==> config.mk <==
export PLATFORM = sky130hd
export DESIGN_NAME = mdio_slave_regfile_flat
export DESIGN_NICKNAME = d
export VERILOG_FILES = /design/src/rtl/mdio_slave_regfile_if.sv /design/src/rtl/mdio_slave_regfile.sv /design/src/flat_wrapper.sv
export SDC_FILE = /design/constraint.sdc
export NUM_CORES = 1
export LEC_CHECK = 0
export ABC_AREA = 1
export CAP_MARGIN = 20
export CORE_MARGIN = 2
export CORE_UTILIZATION = 57
export CTS_CLUSTER_SIZE = 24
export DETAILED_ROUTE_END_ITERATION = 10
export PLACE_DENSITY = 0.94
export SLEW_MARGIN = 20
export SYNTH_ARGS = -nofsm -noshare
export SYNTH_HDL_FRONTEND = slang
export SYNTH_SLANG_ARGS = --single-unit
export TNS_END_PERCENT = 1
==> constraint.sdc <==
create_clock -name mdc -period 15.4 [get_ports mdc]
set_input_delay 2.31 -clock mdc [delete_from_list [all_inputs] [get_ports mdc]]
set_output_delay 2.31 -clock mdc [all_outputs]
set_load 0.03 [all_outputs]
==> src/rtl/mdio_slave_regfile_if.sv <==
// MDIO bus signals between the station-management master and the slave.
// The effective bus bit is mdio_oe ? mdio_out : 1 (pull-up).
interface mdio_slave_regfile_if;
  logic mdio_out;
  logic mdio_oe;
  logic mdio_in;
  logic slave_oe;

  modport master (output mdio_out, output mdio_oe, input mdio_in, input slave_oe);
  modport slave  (input mdio_out, input mdio_oe, output mdio_in, output slave_oe);
endinterface

==> src/rtl/mdio_slave_regfile.sv <==
// Clause-22 MDIO slave: decodes serial management frames and services reads
// and writes against a local file of NUM_REGS 16-bit registers.
module mdio_slave_regfile #(
  parameter logic [4:0]  PHY_ADDR     = 5'd1,
  parameter int unsigned NUM_REGS     = 8,
  parameter int unsigned MIN_PREAMBLE = 32,
  parameter bit          BCAST_EN     = 1'b1,
  parameter int unsigned ERR_W        = 8
) (
  input  logic                     mdc,
  input  logic                     rst,
  mdio_slave_regfile_if.slave      bus,
  output logic [16*NUM_REGS-1:0]   reg_q,
  output logic                     wr_strobe,
  output logic [4:0]               wr_addr,
  output logic [15:0]              wr_data,
  output logic                     busy,
  output logic [ERR_W-1:0]         err_cnt
);

  localparam int unsigned         PRE_W   = (MIN_PREAMBLE > 0) ? $clog2(MIN_PREAMBLE + 1) : 1;
  localparam logic [PRE_W-1:0]    PRE_MIN = PRE_W'(MIN_PREAMBLE);
  localparam logic [5:0]          NREG6   = 6'(NUM_REGS);

  typedef enum logic [2:0] {
    IDLE,
    ST1,
    OP,
    ADDR,
    WTA,
    WDATA,
    RDATA
  } state_e;

  state_e                       state_q, state_d;
  logic [PRE_W-1:0]             pre_cnt_q, pre_cnt_d;
  logic [4:0]                   bit_cnt_q, bit_cnt_d;
  logic [15:0]                  shift_q, shift_d;
  logic                         is_wr_q, is_wr_d;
  logic                         match_q, match_d;
  logic                         valid_q, valid_d;
  logic [4:0]                   regad_q, regad_d;
  logic [NUM_REGS-1:0][15:0]    regs_q, regs_d;
  logic                         wr_strobe_q, wr_strobe_d;
  logic [4:0]                   wr_addr_q, wr_addr_d;
  logic [15:0]                  wr_data_q, wr_data_d;
  logic [ERR_W-1:0]             err_cnt_q, err_cnt_d;
  logic                         mdio_in_q, mdio_in_d;
  logic                         slave_oe_q, slave_oe_d;

  logic                         b;
  logic                         err_inc;
  logic [15:0]                  frame_bits;
  logic [4:0]                   phyad_in;
  logic [4:0]                   regad_in;
  logic [15:0]                  rdata;

  assign b          = bus.mdio_oe ? bus.mdio_out : 1'b1;
  // Shift register including the bit being sampled on this edge.
  assign frame_bits = {shift_q[14:0], b};
  assign phyad_in   = frame_bits[9:5];
  assign regad_in   = frame_bits[4:0];

  // Unimplemented addresses match no entry and read back as zero.
  always_comb begin
    rdata = '0;
    for (int unsigned i = 0; i < NUM_REGS; i++) begin
      if (regad_in == 5'(i)) rdata = regs_q[i];
    end
  end

  always_comb begin
    state_d     = state_q;
    pre_cnt_d   = pre_cnt_q;
    bit_cnt_d   = bit_cnt_q + 5'd1;
    shift_d     = frame_bits;
    is_wr_d     = is_wr_q;
    match_d     = match_q;
    valid_d     = valid_q;
    regad_d     = regad_q;
    regs_d      = regs_q;
    wr_strobe_d = 1'b0;
    wr_addr_d   = wr_addr_q;
    wr_data_d   = wr_data_q;
    mdio_in_d   = mdio_in_q;
    slave_oe_d  = slave_oe_q;
    err_inc     = 1'b0;

    case (state_q)
      IDLE: begin
        bit_cnt_d = 5'd1;
        if (b) begin
          if (pre_cnt_q < PRE_MIN) pre_cnt_d = pre_cnt_q + 1'b1;
        end else begin
          pre_cnt_d = '0;
          if (pre_cnt_q >= PRE_MIN) state_d = ST1;
        end
      end
      ST1: begin
        if (b) begin
          state_d = OP;
        end else begin
          err_inc = 1'b1;
          state_d = IDLE;
        end
      end
      OP: begin
        if (bit_cnt_q == 5'd3) begin
          case (frame_bits[1:0])
            2'b01: begin is_wr_d = 1'b1; state_d = ADDR; end
            2'b10: begin is_wr_d = 1'b0; state_d = ADDR; end
            default: begin err_inc = 1'b1; state_d = IDLE; end
          endcase
        end
      end
      ADDR: begin
        if (bit_cnt_q == 5'd13) begin
          regad_d = regad_in;
          match_d = (phyad_in == PHY_ADDR) || (BCAST_EN && is_wr_q && (phyad_in == 5'd0));
          valid_d = {1'b0, regad_in} < NREG6;
          if (is_wr_q) begin
            state_d = WTA;
          end else begin
            state_d = RDATA;
            shift_d = rdata;
          end
        end
      end
      WTA: begin
        if (bit_cnt_q == 5'd15) begin
          if (frame_bits[1:0] == 2'b10) begin
            state_d = WDATA;
          end else begin
            err_inc = 1'b1;
            state_d = IDLE;
          end
        end
      end
      WDATA: begin
        if (bit_cnt_q == 5'd31) begin
          state_d = IDLE;
          if (match_q && valid_q) begin
            for (int unsigned i = 0; i < NUM_REGS; i++) begin
              if (regad_q == 5'(i)) regs_d[i] = frame_bits;
            end
            wr_strobe_d = 1'b1;
            wr_addr_d   = regad_q;
            wr_data_d   = frame_bits;
          end
        end
      end
      RDATA: begin
        // Bus input is ignored here; shift_q holds the latched read data.
        shift_d = shift_q;
        if (bit_cnt_q == 5'd14) begin
          slave_oe_d = match_q;
          mdio_in_d  = 1'b0;
        end else if (bit_cnt_q == 5'd31) begin
          slave_oe_d = 1'b0;
          mdio_in_d  = 1'b0;
          state_d    = IDLE;
        end else begin
          mdio_in_d = match_q & shift_q[15];
          shift_d   = {shift_q[14:0], 1'b0};
        end
      end
      default: state_d = IDLE;
    endcase

    err_cnt_d = err_cnt_q;
    if (err_inc && (err_cnt_q != '1)) err_cnt_d = err_cnt_q + 1'b1;
  end

  always_ff @(posedge mdc or posedge rst) begin
    if (rst) begin
      state_q     <= IDLE;
      pre_cnt_q   <= '0;
      bit_cnt_q   <= '0;
      shift_q     <= '0;
      is_wr_q     <= 1'b0;
      match_q     <= 1'b0;
      valid_q     <= 1'b0;
      regad_q     <= '0;
      regs_q      <= '0;
      wr_strobe_q <= 1'b0;
      wr_addr_q   <= '0;
      wr_data_q   <= '0;
      err_cnt_q   <= '0;
      mdio_in_q   <= 1'b0;
      slave_oe_q  <= 1'b0;
    end else begin
      state_q     <= state_d;
      pre_cnt_q   <= pre_cnt_d;
      bit_cnt_q   <= bit_cnt_d;
      shift_q     <= shift_d;
      is_wr_q     <= is_wr_d;
      match_q     <= match_d;
      valid_q     <= valid_d;
      regad_q     <= regad_d;
      regs_q      <= regs_d;
      wr_strobe_q <= wr_strobe_d;
      wr_addr_q   <= wr_addr_d;
      wr_data_q   <= wr_data_d;
      err_cnt_q   <= err_cnt_d;
      mdio_in_q   <= mdio_in_d;
      slave_oe_q  <= slave_oe_d;
    end
  end

  assign reg_q        = regs_q;
  assign wr_strobe    = wr_strobe_q;
  assign wr_addr      = wr_addr_q;
  assign wr_data      = wr_data_q;
  assign err_cnt      = err_cnt_q;
  assign busy         = (state_q != IDLE);
  assign bus.mdio_in  = mdio_in_q;
  assign bus.slave_oe = slave_oe_q;

endmodule

==> src/flat_wrapper.sv <==
// flat-port wrapper written by rule: the top's interface ports become plain ports
module mdio_slave_regfile_flat 
#(
  parameter logic [4:0]  PHY_ADDR     = 5'd1,
  parameter int unsigned NUM_REGS     = 8,
  parameter int unsigned MIN_PREAMBLE = 32,
  parameter bit          BCAST_EN     = 1'b1,
  parameter int unsigned ERR_W        = 8
)
  (mdc, rst, reg_q, wr_strobe, wr_addr, wr_data, busy, err_cnt, bus_mdio_out, bus_mdio_oe, bus_mdio_in, bus_slave_oe);
  mdio_slave_regfile_if bus_i ();
  input  logic mdc;
  input  logic rst;
  output logic [16*NUM_REGS-1:0] reg_q;
  output logic wr_strobe;
  output logic [4:0] wr_addr;
  output logic [15:0] wr_data;
  output logic busy;
  output logic [ERR_W-1:0] err_cnt;
  input wire logic [$bits(bus_i.mdio_out)-1:0] bus_mdio_out;
  input wire logic [$bits(bus_i.mdio_oe)-1:0] bus_mdio_oe;
  output wire logic [$bits(bus_i.mdio_in)-1:0] bus_mdio_in;
  output wire logic [$bits(bus_i.slave_oe)-1:0] bus_slave_oe;
  assign bus_i.mdio_out = bus_mdio_out;
  assign bus_i.mdio_oe = bus_mdio_oe;
  assign bus_mdio_in = bus_i.mdio_in;
  assign bus_slave_oe = bus_i.slave_oe;
  mdio_slave_regfile #(.PHY_ADDR(PHY_ADDR), .NUM_REGS(NUM_REGS), .MIN_PREAMBLE(MIN_PREAMBLE), .BCAST_EN(BCAST_EN), .ERR_W(ERR_W)) u_core (.mdc(mdc), .rst(rst), .bus(bus_i), .reg_q(reg_q), .wr_strobe(wr_strobe), .wr_addr(wr_addr), .wr_data(wr_data), .busy(busy), .err_cnt(err_cnt));
endmodule
==> impl_metrics.json, run 1 <==
{
  "relSlewSlack": 0.284,
  "synth_cell_types": 32,
  "synth_top_area_share": 0.554,
  "skew_ps": 11.5,
  "diodes": 0,
  "hold_class": "reg2reg",
  "fin_util": 0.741,
  "p_leak_nw": 5.11,
  "fp-row-count": 45,
  "cts_setup_buffers": 0,
  "start_util": 0.586,
  "gr-usage-met3": 0.0743,
  "holdPathStages": 2,
  "ys_async_sr_fraction": 1.00,
  "cp-end-kind": "primary output",
  "pwr-share-comb": 0.183,
  "p_int_mw": 0.868,
  "ys_seq_elements": 198,
  "fin_ws_ps": 11100,
  "clockBufferDepth": 2,
  "fmax_mhz": 233,
  "firstDrtPassIters": 6,
  "rsz0062_at_grt": "false",
  "core_area_um2": 15300,
  "drv_slew": 0,
  "syn_area_um2": 8950,
  "dp_cells": 1397,
  "cts_hold_buffers": 0,
  "cts_inserted_buffers": 17,
  "ctsRootBufferMaster": "clkbuf_16",
  "grt_usage": 0.329,
  "syn_to_final_growth_pct": 26.3,
  "finalNetCount": 1219,
  "yosysWarnings": 0,
  "period_needed_ps": 4300,
  "final-instance-count-excl-fill": 1430,
  "cts_resized": 0,
  "post-route-drc-count": 0,
  "routed_wl_um": 27000,
  "synth-edff-count": 0,
  "cts_tree": "done",
  "gp_congestion": 0.932,
  "maxCapViolations": 0,
  "dieArea_um2": 16700,
  "fin_area_um2": 11300,
  "vias": 8518,
  "die_w_um": 129,
  "avgSynthCellArea_um2": 8.35,
  "outcome": "complete, no violations",
  "routedWlPerCell_um": 18.9,
  "insertion_delay_ps": 440,
  "postRouteAntennaNets": 0,
  "grt-ovfl-total": 0,
  "clk_pin_slew_worst_paths_ps": 70,
  "setup_violations": 0,
  "period_share": 0.279,
  "clkPwrFrac": 0.355,
  "antenna_found_initial": 0,
  "grt_max_degree": 119,
  "worstPathMaxFanout": 8,
  "htreeDepth": 4,
  "grt_pass1_wl_um": 41800,
  "vias_per_cell": 5.96,
  "pin_count": 165,
  "top_usage_layer": "met2",
  "powerDensity_nw_per_um2": 114,
  "synth_top_flop_cell": "dfrtp_1",
  "cts_sinks": 198,
  "dp_hpwl_um": 18600,
  "drive_gt1_frac": 0.0574,
  "synth_nets": 1083,
  "r2r_cells": 8,
  "tightest_slew_ps": 1070,
  "crit_arrival_ps": 1990,
  "fp.dieH_um": 129,
  "fin_setup_tns_ps": 0,
  "switchingPower_mw": 0.416,
  "drtIter0Drc": 982,
  "synthCells": 1071,
  "synth-seq-area-share": 0.554,
  "grt_util_met2": 0.545,
  "port_buffers": 164,
  "synthTopCellsByArea": "dfrtp_1 55%, nand2_1 13%, o21ai_0 9.5%",
  "power.share.sequential": 0.462,
  "start_kind": "register",
  "grt_pass1_vias": 8152,
  "hold-worst-slack_ps": 484,
  "peakVddDrop_uv": 87.7,
  "crit_required_ps": 13090,
  "placed_cell_area_um2": 10700,
  "crit_type": "reg2out",
  "met1_usage": 0.411,
  "p_sw_frac": 0.324,
  "power.total_mw": 1.28,
  "finalHoldViolCount": 0,
  "dp_slack_ps": 10850,
  "yosys.area.top_type": "dfrtp_1"
}
-- kinds of logic (layout without fill, tap and decap cells) --
family	count (synthesis)	after routing	synth area share
xor+xnor	10	10	0.00979
flops	198	198	0.554
fa+ha+maj	8	8	0.0112
buf+inv	121	269	0.0534
compound gates	233	233	0.134
simple gates	501	501	0.238
-- worst max-delay path: stages (launching register included) --
cell and delay, ps:
dfrtp_1 400, inv_1 240, nand2_1 250, clkdlybuf4s50_1 660
-- path summary, 6_finish.rpt --
check	start	end	slack (ps)
worst max-delay path	u_core.state_q[2]	busy	11100
worst min-delay path	u_core.wr_addr[4]	u_core.wr_addr[4]	480
worst max register to register	u_core.bit_cnt_q[0]	u_core.reg_q[57]	12030
worst min register to register	u_core.wr_addr[4]	u_core.wr_addr[4]	480
max in group asynchronous	rst	u_core.reg_q[89]	11460
min in group asynchronous	rst	u_core.pre_cnt_q[0]	2410
-- Yosys cell counts, types with 6 or more instances --
master,number
nor3_1,9
inv_2,8
nor2_4,6
a21oi_1,47
nor2_1,76
nand2_1,315
or2_0,11
buf_2,13
nand4_1,15
ha_1,8
dfrtp_1,198
clkbuf_1,36
o21ai_1,6
nand3_1,54
inv_1,62
o21ai_0,169
-- cell type report --
class	instances	area, µm²
inverter	70	270
fill	1043	3950
clock buffer	19	453
tap	211	264
sequential	198	4950
multi-input combinational	752	3540
timing repair buffer	168	1680
clock inverter	12	143
-- registers in the layout (all words and copies together), names as in the netlist, 5 cells and up --
name,flops
u_core.pre_cnt_q,6
u_core.wr_addr,5
u_core.bit_cnt_q,5
u_core.wr_data,16
u_core.err_cnt,8
u_core.shift_q,16
u_core.regad_q,5
u_core.reg_q,128
-- layer usage --
layer | up-vias | part of all wire | wire, µm
met5 | - | 0 | 0
met4 | 0 | 0.050 | 1340
met3 | 137 | 0.099 | 2690
met2 | 582 | 0.49 | 13200
met1 | 4032 | 0.36 | 9730
li1 | 3767 | - | -
-- power groups by stage --
stage	clock, mW	sequential (mW)	combinational [mW]
after detailed placement	0	0.600	0.227
after CTS	0.453	0.592	0.230
after global placement	0	0.597	0.215
final	0.456	0.594	0.235
after global routing	0.475	0.597	0.257
after floorplan	0	0.598	0.151
-- layout by cell type, fill, tap and decap left out, drive strengths merged --
master,n
nand2,320
dfrtp,198
o21ai,175
clkdlybuf4s50,164
nor2,87
inv,75
nand3,55
a21oi,47
clkbuf,19
nand4,16
or2,12
nor3,10
ha,8
xnor2,5
xor2,5
a22oi,4
buf,4
o22ai,3
clkinv,3
clkinvlp,2
bufinv,2
o221ai,2
o41ai,1
nor4,1
o211ai,1
No activity file was read; power rests on OpenSTA's default activity.
==> run 2, diff against run 1 <==
--- a/config.mk
+++ b/config.mk
@@ -8,10 +8,10 @@
 export ABC_AREA = 1
 export CAP_MARGIN = 20
 export CORE_MARGIN = 2
-export CORE_UTILIZATION = 57
+export CORE_UTILIZATION = 48
 export CTS_CLUSTER_SIZE = 24
 export DETAILED_ROUTE_END_ITERATION = 10
-export PLACE_DENSITY = 0.94
+export PLACE_DENSITY = 0.85
 export SLEW_MARGIN = 20
 export SYNTH_ARGS = -nofsm -noshare
 export SYNTH_HDL_FRONTEND = slang
==> constraint.sdc (replaced) <==
create_clock -name mdc -period 3.87 [get_ports mdc]
set_input_delay 0.5805 -clock mdc [delete_from_list [all_inputs] [get_ports mdc]]
set_output_delay 0.5805 -clock mdc [all_outputs]
set_load 0.03 [all_outputs]
==> run 2 against run 1 <==
Clock power grew to 3.9 times the previous value. Total power rose to 3.9 times the previous value. Clock skew increased by 1.9 ps. Count of clock-buffer cells in the layout up 1. Sequential share of layout area down 0.44 points. Non-clock buffer count grew 11. Worst setup slack got worse by 10000 ps. Register-to-register slack worse by 11000 ps. Final area rose by 1.0%. Combinational power grew to 3.9 times the previous value. Flip-flop and latch count did not move. Largest power group unchanged.
==> impl_metrics.json, run 2 (same netlist as run 1, synthesis figures left out) <==
{
  "outcome": "complete, no violations",
  "grt_pass1_wl_um": 42500,
  "cts_inserted_buffers": 17,
  "largest_reg_flops": 128,
  "diodes": 0,
  "drv_slew": 0,
  "cts_tree": "done",
  "fp.dieH_um": 141,
  "crit_required_ps": 4220,
  "grt_max_degree": 58,
  "p_leak_nw": 5.17,
  "final-instance-count-excl-fill": 1460,
  "powerDensity_nw_per_um2": 444,
  "die_w_um": 141,
  "port_buffers": 164,
  "cts_sinks": 198,
  "vias_per_cell": 5.72,
  "relSlewSlack": 0.290,
  "worstPathMaxFanout": 30,
  "hold-worst-slack_ps": 483,
  "cts_hold_buffers": 0,
  "firstDrtPassIters": 7,
  "skew_ps": 13.4,
  "post-route-drc-count": 0,
  "filler_cell_count": 1469,
  "seq_area_um2": 4950,
  "grt_usage": 0.278,
  "dieArea_um2": 19700,
  "cp-end-kind": "register",
  "drtIter0Drc": 850,
  "cts_setup_buffers": 0,
  "setup_violations": 0,
  "htreeDepth": 4,
  "finalHoldViolCount": 0,
  "peakVddDrop_uv": 372,
  "critPathMaxStageDelay_ps": 620,
  "crit_top_cell": "nand2_1",
  "hold_class": "reg2reg",
  "period_share": 0.717,
  "gp_congestion": 0.949,
  "rsz0062_at_grt": "false",
  "syn_to_final_growth_pct": 27.6,
  "r2r_cells": 10,
  "tightest_slew_ps": 1060,
  "crit_arrival_ps": 3120,
  "fp-row-count": 49,
  "fin_area_um2": 11400,
  "drive_gt1_frac": 0.0626,
  "fin_setup_tns_ps": 0,
  "multi_input_area_um2": 3510,
  "routed_wl_um": 27000,
  "period_needed_ps": 2780,
  "critPathSlowestCell": "nand2_1",
  "pin_count": 165,
  "mostFrequentLayoutCell": "nand2_1",
  "ctsRootBufferMaster": "clkbuf_16",
  "crit_chain": "inv_1, ha_1, nand2_1, nor2_1, nand2_1, inv_1, nand2_1, nor2_1, nand2_1, a22oi_1",
  "grt-ovfl-total": 0,
  "fmax_mhz": 360,
  "final_cell_mix": "315 x nand2_1, 198 x dfrtp_1, 169 x o21ai_0",
  "placed_cell_area_um2": 10800,
  "cts_resized": 0,
  "clockBufferDepth": 2,
  "crit_type": "reg2reg",
  "insertion_delay_ps": 450,
  "start_util": 0.493,
  "clk_pin_slew_worst_paths_ps": 70,
  "postRouteAntennaNets": 0,
  "dp_hpwl_um": 19300,
  "dp_cells": 1428,
  "grt_pass1_vias": 8093,
  "start_kind": "register",
  "antenna_found_initial": 0,
  "maxCapViolations": 0,
  "routedWlPerCell_um": 18.5,
  "vias": 8347,
  "finalNetCount": 1230,
  "core_area_um2": 18100,
  "holdPathStages": 2
}
[run 2: power breakdown]
| part | internal (mW) | total [mW] | switching [mW] |
|---|---|---|---|
| Clock | 0.965 | 1.79 | 0.828 |
| Sequential | 2.20 | 2.35 | 0.152 |
| Combinational | 0.257 | 0.922 | 0.665 |
[run 2: through the flow]
step           utilization  setup WS, ps  power [mW]
2_1_floorplan            -           729        2.98
3_3_place_gp         0.596          1140        3.25
3_5_place_dp         0.596          1060        3.30
4_1_cts              0.629          1190        5.06
5_1_grt              0.629           909        5.27
6_report             0.629          1090        5.07
[run 2: worst max-delay path, delay by kind of cell (launching register included)]
kind | cells | cell delay, ps
AND/OR/NAND/NOR | 6 | 1670
flip-flops | 1 | 420
buffers and inverters | 2 | 260
AO/OA/AOI/OAI | 1 | 180
adder cells (fa/ha/maj) | 1 | 130
[run 2: cell type report]
| cell class | count | share of cell area |
|---|---|---|
| Inverter | 70 | 0.0233 |
| Multi-Input combinational cell | 752 | 0.308 |
| Timing Repair Buffer | 179 | 0.157 |
| Sequential cell | 198 | 0.434 |
| Clock buffer | 20 | 0.0409 |
| Clock inverter | 12 | 0.0121 |
| Tap cell | 229 | 0.0251 |
[run 2: layer usage]
layer | track usage | vias up | routed length, µm
li1 | - | 3783 | -
met1 | 0.355 | 3952 | 10300
met2 | 0.462 | 513 | 13200
met3 | 0.0571 | 99 | 2520
met4 | 0.120 | 0 | 1050
met5 | 0 | - | 0
[run 2: worst paths after layout]
path	startpoint	to	slack, ps
setup / recovery	u_core.bit_cnt_q[1]	u_core.shift_q[7]	1090
hold / removal	u_core.wr_addr[4]	u_core.wr_addr[4]	480
setup reg to reg	u_core.bit_cnt_q[1]	u_core.shift_q[7]	1090
hold reg to reg	u_core.wr_addr[4]	u_core.wr_addr[4]	480
max in group asynchronous	rst	u_core.reg_q[103]	2240
min in group asynchronous	rst	u_core.wr_data[2]	610
